[src/rtl/uart_tx_arbiter_if.sv]
// Requester/uart_core side bundle of the TX arbiter: per-requester byte streams
// in, single byte stream out, plus the uart_core tx_done feedback.
interface uart_tx_arbiter_if #(
    parameter int N_REQ = 4
);
    logic [N_REQ-1:0]   req_valid;
    logic [8*N_REQ-1:0] req_data;
    logic [N_REQ-1:0]   req_last;
    logic [N_REQ-1:0]   req_ready;
    logic [N_REQ-1:0]   grant;
    logic [7:0]         tx_byte;
    logic               tx_valid;
    logic               tx_done;
    logic               busy;

    modport slave (
        input  req_valid, req_data, req_last, tx_done,
        output req_ready, grant, tx_byte, tx_valid, busy
    );

    modport master (
        output req_valid, req_data, req_last, tx_done,
        input  req_ready, grant, tx_byte, tx_valid, busy
    );
endinterface

[src/rtl/uart_tx_arbiter.sv]
// Round-robin arbiter that merges N byte streams into one uart_core TX port,
// pacing writes with a credit counter mirroring the core's TX FIFO space.
module uart_tx_arbiter #(
    parameter int N_REQ        = 4,
    parameter int TXFIFO_DEPTH = 5,
    parameter int MAX_LEN      = 16,
    localparam int IDXW = (N_REQ > 1) ? $clog2(N_REQ) : 1,
    localparam int CW   = $clog2(TXFIFO_DEPTH + 1),
    localparam int LW   = $clog2(MAX_LEN + 1)
) (
    input  logic            clk,
    input  logic            rst_n,
    uart_tx_arbiter_if.slave bus,
    output logic            o_dbg_state,
    output logic [CW-1:0]   o_dbg_credits,
    output logic [IDXW-1:0] o_dbg_rr_ptr
);
    typedef enum logic {IDLE = 1'b0, XFER = 1'b1} state_t;

    localparam logic [CW-1:0] FULL = CW'(TXFIFO_DEPTH);

    state_t            r_state;
    logic [N_REQ-1:0]  r_grant;
    logic [IDXW-1:0]   r_gidx;
    logic [IDXW-1:0]   r_rr_ptr;
    logic [CW-1:0]     r_credits;
    logic [LW-1:0]     r_cnt;
    logic              r_tx_done_q;
    logic              r_tx_valid;
    logic [7:0]        r_tx_byte;

    logic [IDXW:0]     w_pick;
    logic [N_REQ-1:0]  w_ready;
    logic              w_accept;
    logic              w_done_rise;
    logic              w_last;
    logic [7:0]        w_data;

    // Returns {found, index} of the first valid requester at or after ptr, wrapping.
    function automatic logic [IDXW:0] f_pick(input logic [N_REQ-1:0] v,
                                             input logic [IDXW-1:0]  ptr);
        logic [IDXW:0] res;
        int            j;
        res = '0;
        for (int i = N_REQ - 1; i >= 0; i--) begin
            j = int'(ptr) + i;
            if (j >= N_REQ) j = j - N_REQ;
            if (v[IDXW'(j)]) res = {1'b1, IDXW'(j)};
        end
        return res;
    endfunction

    // Handshake: a byte moves when req_valid[i] && req_ready[i] at a rising edge;
    // ready is only ever offered to the granted index, and only while credit remains.
    assign w_pick      = f_pick(bus.req_valid, r_rr_ptr);
    assign w_ready     = (r_state == XFER && r_credits != '0) ? r_grant : '0;
    assign w_accept    = |(bus.req_valid & w_ready);
    assign w_done_rise = bus.tx_done & ~r_tx_done_q;
    assign w_last      = bus.req_last[r_gidx] || (r_cnt == LW'(MAX_LEN - 1));

    always_comb begin
        w_data = 8'h00;
        for (int i = 0; i < N_REQ; i++) begin
            if (r_gidx == IDXW'(i)) w_data = bus.req_data[8*i +: 8];
        end
    end

    always_ff @(posedge clk or negedge rst_n) begin
        if (!rst_n) begin
            r_state     <= IDLE;
            r_grant     <= '0;
            r_gidx      <= '0;
            r_rr_ptr    <= '0;
            r_credits   <= FULL;
            r_cnt       <= '0;
            r_tx_done_q <= 1'b0;
            r_tx_valid  <= 1'b0;
            r_tx_byte   <= 8'h00;
        end else begin
            r_tx_done_q <= bus.tx_done;
            r_tx_valid  <= w_accept;
            if (w_accept) r_tx_byte <= w_data;

            // Coincident accept and return cancel; returns beyond FULL are spurious.
            if (w_accept && !w_done_rise) begin
                r_credits <= r_credits - 1'b1;
            end else if (!w_accept && w_done_rise && r_credits != FULL) begin
                r_credits <= r_credits + 1'b1;
            end

            case (r_state)
                IDLE: begin
                    if (w_pick[IDXW]) begin
                        r_state <= XFER;
                        r_gidx  <= w_pick[IDXW-1:0];
                        r_grant <= {{(N_REQ-1){1'b0}}, 1'b1} << w_pick[IDXW-1:0];
                        r_cnt   <= '0;
                    end
                end
                XFER: begin
                    if (w_accept) begin
                        r_cnt <= r_cnt + 1'b1;
                        if (w_last) begin
                            r_state  <= IDLE;
                            r_grant  <= '0;
                            r_rr_ptr <= (r_gidx == IDXW'(N_REQ - 1)) ? '0 : r_gidx + 1'b1;
                        end
                    end
                end
                default: r_state <= IDLE;
            endcase
        end
    end

    assign bus.req_ready  = w_ready;
    assign bus.grant      = r_grant;
    assign bus.tx_byte    = r_tx_byte;
    assign bus.tx_valid   = r_tx_valid;
    assign bus.busy       = (|r_grant) || (r_credits != FULL);

    assign o_dbg_state    = (r_state == XFER);
    assign o_dbg_credits  = r_credits;
    assign o_dbg_rr_ptr   = r_rr_ptr;
endmodule
[src/flat_wrapper.sv]
// flat-port wrapper written by rule: the top's interface ports become plain ports
module uart_tx_arbiter_flat 
#(
    parameter int N_REQ        = 4,
    parameter int TXFIFO_DEPTH = 5,
    parameter int MAX_LEN      = 16,
    localparam int IDXW = (N_REQ > 1) ? $clog2(N_REQ) : 1,
    localparam int CW   = $clog2(TXFIFO_DEPTH + 1),
    localparam int LW   = $clog2(MAX_LEN + 1)
)
  (clk, rst_n, o_dbg_state, o_dbg_credits, o_dbg_rr_ptr, bus_req_valid, bus_req_data, bus_req_last, bus_tx_done, bus_req_ready, bus_grant, bus_tx_byte, bus_tx_valid, bus_busy);
  uart_tx_arbiter_if #(.N_REQ(N_REQ)) bus_i ();
  input  logic clk;
  input  logic rst_n;
  output logic o_dbg_state;
  output logic [CW-1:0] o_dbg_credits;
  output logic [IDXW-1:0] o_dbg_rr_ptr;
  input wire logic [$bits(bus_i.req_valid)-1:0] bus_req_valid;
  input wire logic [$bits(bus_i.req_data)-1:0] bus_req_data;
  input wire logic [$bits(bus_i.req_last)-1:0] bus_req_last;
  input wire logic [$bits(bus_i.tx_done)-1:0] bus_tx_done;
  output wire logic [$bits(bus_i.req_ready)-1:0] bus_req_ready;
  output wire logic [$bits(bus_i.grant)-1:0] bus_grant;
  output wire logic [$bits(bus_i.tx_byte)-1:0] bus_tx_byte;
  output wire logic [$bits(bus_i.tx_valid)-1:0] bus_tx_valid;
  output wire logic [$bits(bus_i.busy)-1:0] bus_busy;
  assign bus_i.req_valid = bus_req_valid;
  assign bus_i.req_data = bus_req_data;
  assign bus_i.req_last = bus_req_last;
  assign bus_i.tx_done = bus_tx_done;
  assign bus_req_ready = bus_i.req_ready;
  assign bus_grant = bus_i.grant;
  assign bus_tx_byte = bus_i.tx_byte;
  assign bus_tx_valid = bus_i.tx_valid;
  assign bus_busy = bus_i.busy;
  uart_tx_arbiter #(.N_REQ(N_REQ), .TXFIFO_DEPTH(TXFIFO_DEPTH), .MAX_LEN(MAX_LEN)) u_core (.clk(clk), .rst_n(rst_n), .bus(bus_i), .o_dbg_state(o_dbg_state), .o_dbg_credits(o_dbg_credits), .o_dbg_rr_ptr(o_dbg_rr_ptr));
endmodule
[config.mk]
export PLATFORM = sky130hd
export DESIGN_NAME = uart_tx_arbiter_flat
export DESIGN_NICKNAME = d
export VERILOG_FILES = /design/src/rtl/uart_tx_arbiter_if.sv /design/src/rtl/uart_tx_arbiter.sv /design/src/flat_wrapper.sv
export SDC_FILE = /design/constraint.sdc
export NUM_CORES = 1
export LEC_CHECK = 0
export CORE_MARGIN = 5
export CORE_UTILIZATION = 55
export CTS_CLUSTER_SIZE = 12
export DETAILED_ROUTE_END_ITERATION = 6
export DONT_BUFFER_PORTS = 1
export GPL_ROUTABILITY_DRIVEN = 0
export PLACE_DENSITY = 0.68
export SLEW_MARGIN = 10
export SYNTH_ARGS = -nofsm -noshare
export SYNTH_HDL_FRONTEND = slang
export SYNTH_SLANG_ARGS = --single-unit
export TNS_END_PERCENT = 5
[constraint.sdc]
create_clock -name clk -period 3.1 [get_ports clk]
set_input_delay 0.465 -clock clk [delete_from_list [all_inputs] [get_ports clk]]
set_output_delay 0.465 -clock clk [all_outputs]
set_load 0.01 [all_outputs]
==> results.sh <==
export IMPL_outcome="completed"
export IMPL_synth_seq_cells=27
export IMPL_rr_worst_depth=7
export IMPL_min_period_ns=2.41
export IMPL_num_rows=19
export IMPL_path_max_fanout=19
export IMPL_first_pass_iters=5
export IMPL_ys_seq_area_share_pct=41.2
export IMPL_dp_hpwl_mm=2.92
export IMPL_setup_ws_ns=0.688
export IMPL_ys_flop_type="dfrtp_1"
export IMPL_antenna_found_initial=0
export IMPL_switching_share_pct=47.5
export IMPL_intPower_uw=1010
export IMPL_clk_pin_slew_ns=0.15
export IMPL_clockPowerShare_pct=8.5
export IMPL_cts_hold_buf=2
export IMPL_grt_pass1_wl_mm=6.49
export IMPL_syn_nets=224
export IMPL_p_leak_uw=0.000763
export IMPL_start_util_pct=58.7
export IMPL_die_x_um=64.7
export IMPL_grt_pass1_vias=1359
export IMPL_cp_depth=7
export IMPL_cp_top_family="compound AO/OA/AOI/OAI gates"
export IMPL_tightest_slew_ns=0.580
export IMPL_first_iter_violations=69
export IMPL_post_route_drc_count=0
export IMPL_crit_type="reg -> reg"
export IMPL_synth_top_area_share_pct=38.0
export IMPL_setup_viol=0
export IMPL_holdCritStartpoint="bus_tx_done"
export IMPL_drive_above_1_share_pct=9.83
export IMPL_cts_tree="yes"
export IMPL_vias=1337
export IMPL_seq_power_share_pct=39.5
export IMPL_grt_usage_pct=19.6
export IMPL_cts_sinks=27
export IMPL_grt_max_degree=28
export IMPL_cts_buffers=3
export IMPL_viasPerCell=6.55
export IMPL_die_area_um2=4190
export IMPL_power_density_nw_per_um2=1120
export IMPL_avgSynthCellArea_um2=9.47
export IMPL_startpoint="u_core.bus.grant[0]$_DFFE_PN0P_"
export IMPL_cts_resized=0
export IMPL_crit_path_cell_trace="a22o_2, o21ai_4, inv_4, nand2_1, fa_1, a21o_1, o21ai_0"
export IMPL_wirelength_mm=3.80
export IMPL_comb_power_share_pct=52.0
export IMPL_ioPinCount=67
export IMPL_tns_ns=0
export IMPL_nFillCells=237
export IMPL_layout_commonest_cell="dfrtp_1"
export IMPL_synthTopCellsByArea="dfrtp_1 38%, a21oi_1 5.5%, ha_1 4.6%"
export IMPL_end_kind="flip-flop"
export IMPL_synth_top_cell_by_area="dfrtp_1"
export IMPL_hold_path_class="in -> reg"
export IMPL_synthArstFlopShare_pct=100
export IMPL_clk_latency_ns=0.34
export IMPL_max_stage_delay_ns=0.48
export IMPL_max_freq_mhz=415
export IMPL_crit_required_ns=3.37
export IMPL_netSwitchingPower_uw=912
export IMPL_r2r_start="u_core.bus.grant[0]$_DFFE_PN0P_"
export IMPL_place_ws_ns=0.702
export IMPL_cts_buffer_depth=2
export IMPL_htreeDepth=1
export IMPL_area_growth_pct=4.25
export IMPL_maxCapViolCount=0
export IMPL_netlist_instances=174
export IMPL_fin_crit_sh_pct=77.8
export IMPL_wire_per_inst_um=18.6
export IMPL_root_buffer="clkbuf_4"
export IMPL_grt_overflow=0
export IMPL_maxSlewHeadroom_pct=61.4
export IMPL_yosysWarnings=0
export IMPL_fin_nets=224
export IMPL_clock_skew_ns=0.00818
export IMPL_ir_drop_mv=0.590
export IMPL_syn_area_um2=1650
export IMPL_slew_violations=0
export IMPL_n_antenna_cell=0
export IMPL_rsz0062_at_grt="no"
export IMPL_cts_setup_buffers=0
export IMPL_portBuffers=0
export IMPL_coreArea_um2=2810
export IMPL_cp_arrival_ns=2.68
export IMPL_synth_edff_count=0
export IMPL_critPathLaunchType="flip-flop"
export IMPL_final_cell_mix="25 x dfrtp_1, 18 x a21oi_1, 15 x inv_1"
export IMPL_fp_dieH_um=64.7
export IMPL_postRouteAntennaNets=0
export IMPL_hold_viol_final=0
export IMPL_ys_types=48
export IMPL_worstHoldPathCells=0
export IMPL_crit_buf_inv=1
export IMPL_cp_slowest_cell="dfrtp_1"
## flip-flops by register name, summed over array words and instances, names as in the netlist
signal                cells
u_core.r_tx_done_q        1
u_core.bus.tx_byte        8
u_core.bus.tx_valid       1
u_core.o_dbg_state        1
u_core.r_gidx             2
u_core.o_dbg_credits      3
u_core.o_dbg_rr_ptr       2
u_core.r_cnt              5
u_core.bus.grant          4
## cell usage after synthesis, drive strengths merged (2+ instances only)
cell and count:
dfrtp 25, a21oi 18, inv 16, nor2 14, o21ai 9, a211o 8
a221oi 8, nand2 8, ha 6, and2 5, clkbuf 5, a22o 4
nand2b 4, nand3 4, o211ai 3, a211oi 2, a21boi 2, a21o 2
buf 2, dfstp 2, nor2b 2, o2bb2ai 2, o31ai 2, or3 2
## area by class of cell
cell class | count | area, µm² | area share, %
clock buffers | 3 | 22.5 | 1.31
clock inverters | 1 | 7.51 | 0.437
inverters | 16 | 62.6 | 3.64
multi-input cells | 124 | 878 | 51.1
flip-flops and latches | 27 | 678 | 39.5
well taps | 31 | 38.8 | 2.26
repair buffers | 2 | 30.0 | 1.75
## power by group through the flow
stage / registers [µW] / logic [µW] / clock network [µW]
after floorplan: 709 / 839 / 0
after global placement: 762 / 952 / 0
after detailed placement: 770 / 983 / 0
after CTS: 761 / 1000 / 169
after global routing: 790 / 1130 / 187
final: 759 / 999 / 163
## worst paths after layout
path                                                             to  slack, ns
worst max-delay path            u_core.o_dbg_credits[1]$_DFFE_PN0P_       0.69
worst min-delay path                   u_core.r_tx_done_q$_DFF_PN0_       0.14
worst max register to register  u_core.o_dbg_credits[1]$_DFFE_PN0P_       0.69
worst min register to register          u_core.r_cnt[4]$_DFFE_PN0P_       0.52
max in group asynchronous       u_core.o_dbg_credits[2]$_DFFE_PN1P_       2.34
min in group asynchronous               u_core.r_cnt[4]$_DFFE_PN0P_       0.53
## through the flow
stage	std cells	utilization (%)	cell area (µm²)	total power [µW]	hold WS (ns)
finish	204	61.2	1720	1920	0.136
CTS	204	61.2	1720	1930	0.118
detailed placement	198	59.1	1660	1750	0.170
global route	204	61.2	1720	2110	0.106
global placement	198	59.1	1660	1710	0.170
floorplan	174	-	1650	1550	0.169
## layer usage
metal  vias up  wire, µm  track usage (%)
li1        640         -                -
met1       645      1630             26.2
met2        45      1820             29.6
met3         7       286             5.87
met4         0        68             8.44
met5         -         0                0
## cell families after synthesis
group | synth area share (%)
AO/OA/AOI/OAI | 30.2
AND/OR/NAND/NOR | 14.2
flip-flops | 41.2
buffers and inverters | 5.54
adder cells (fa/ha/maj) | 5.77
XOR/XNOR | 1.06
multiplexers | 2.05
No activity file was read; power rests on OpenSTA's default activity.
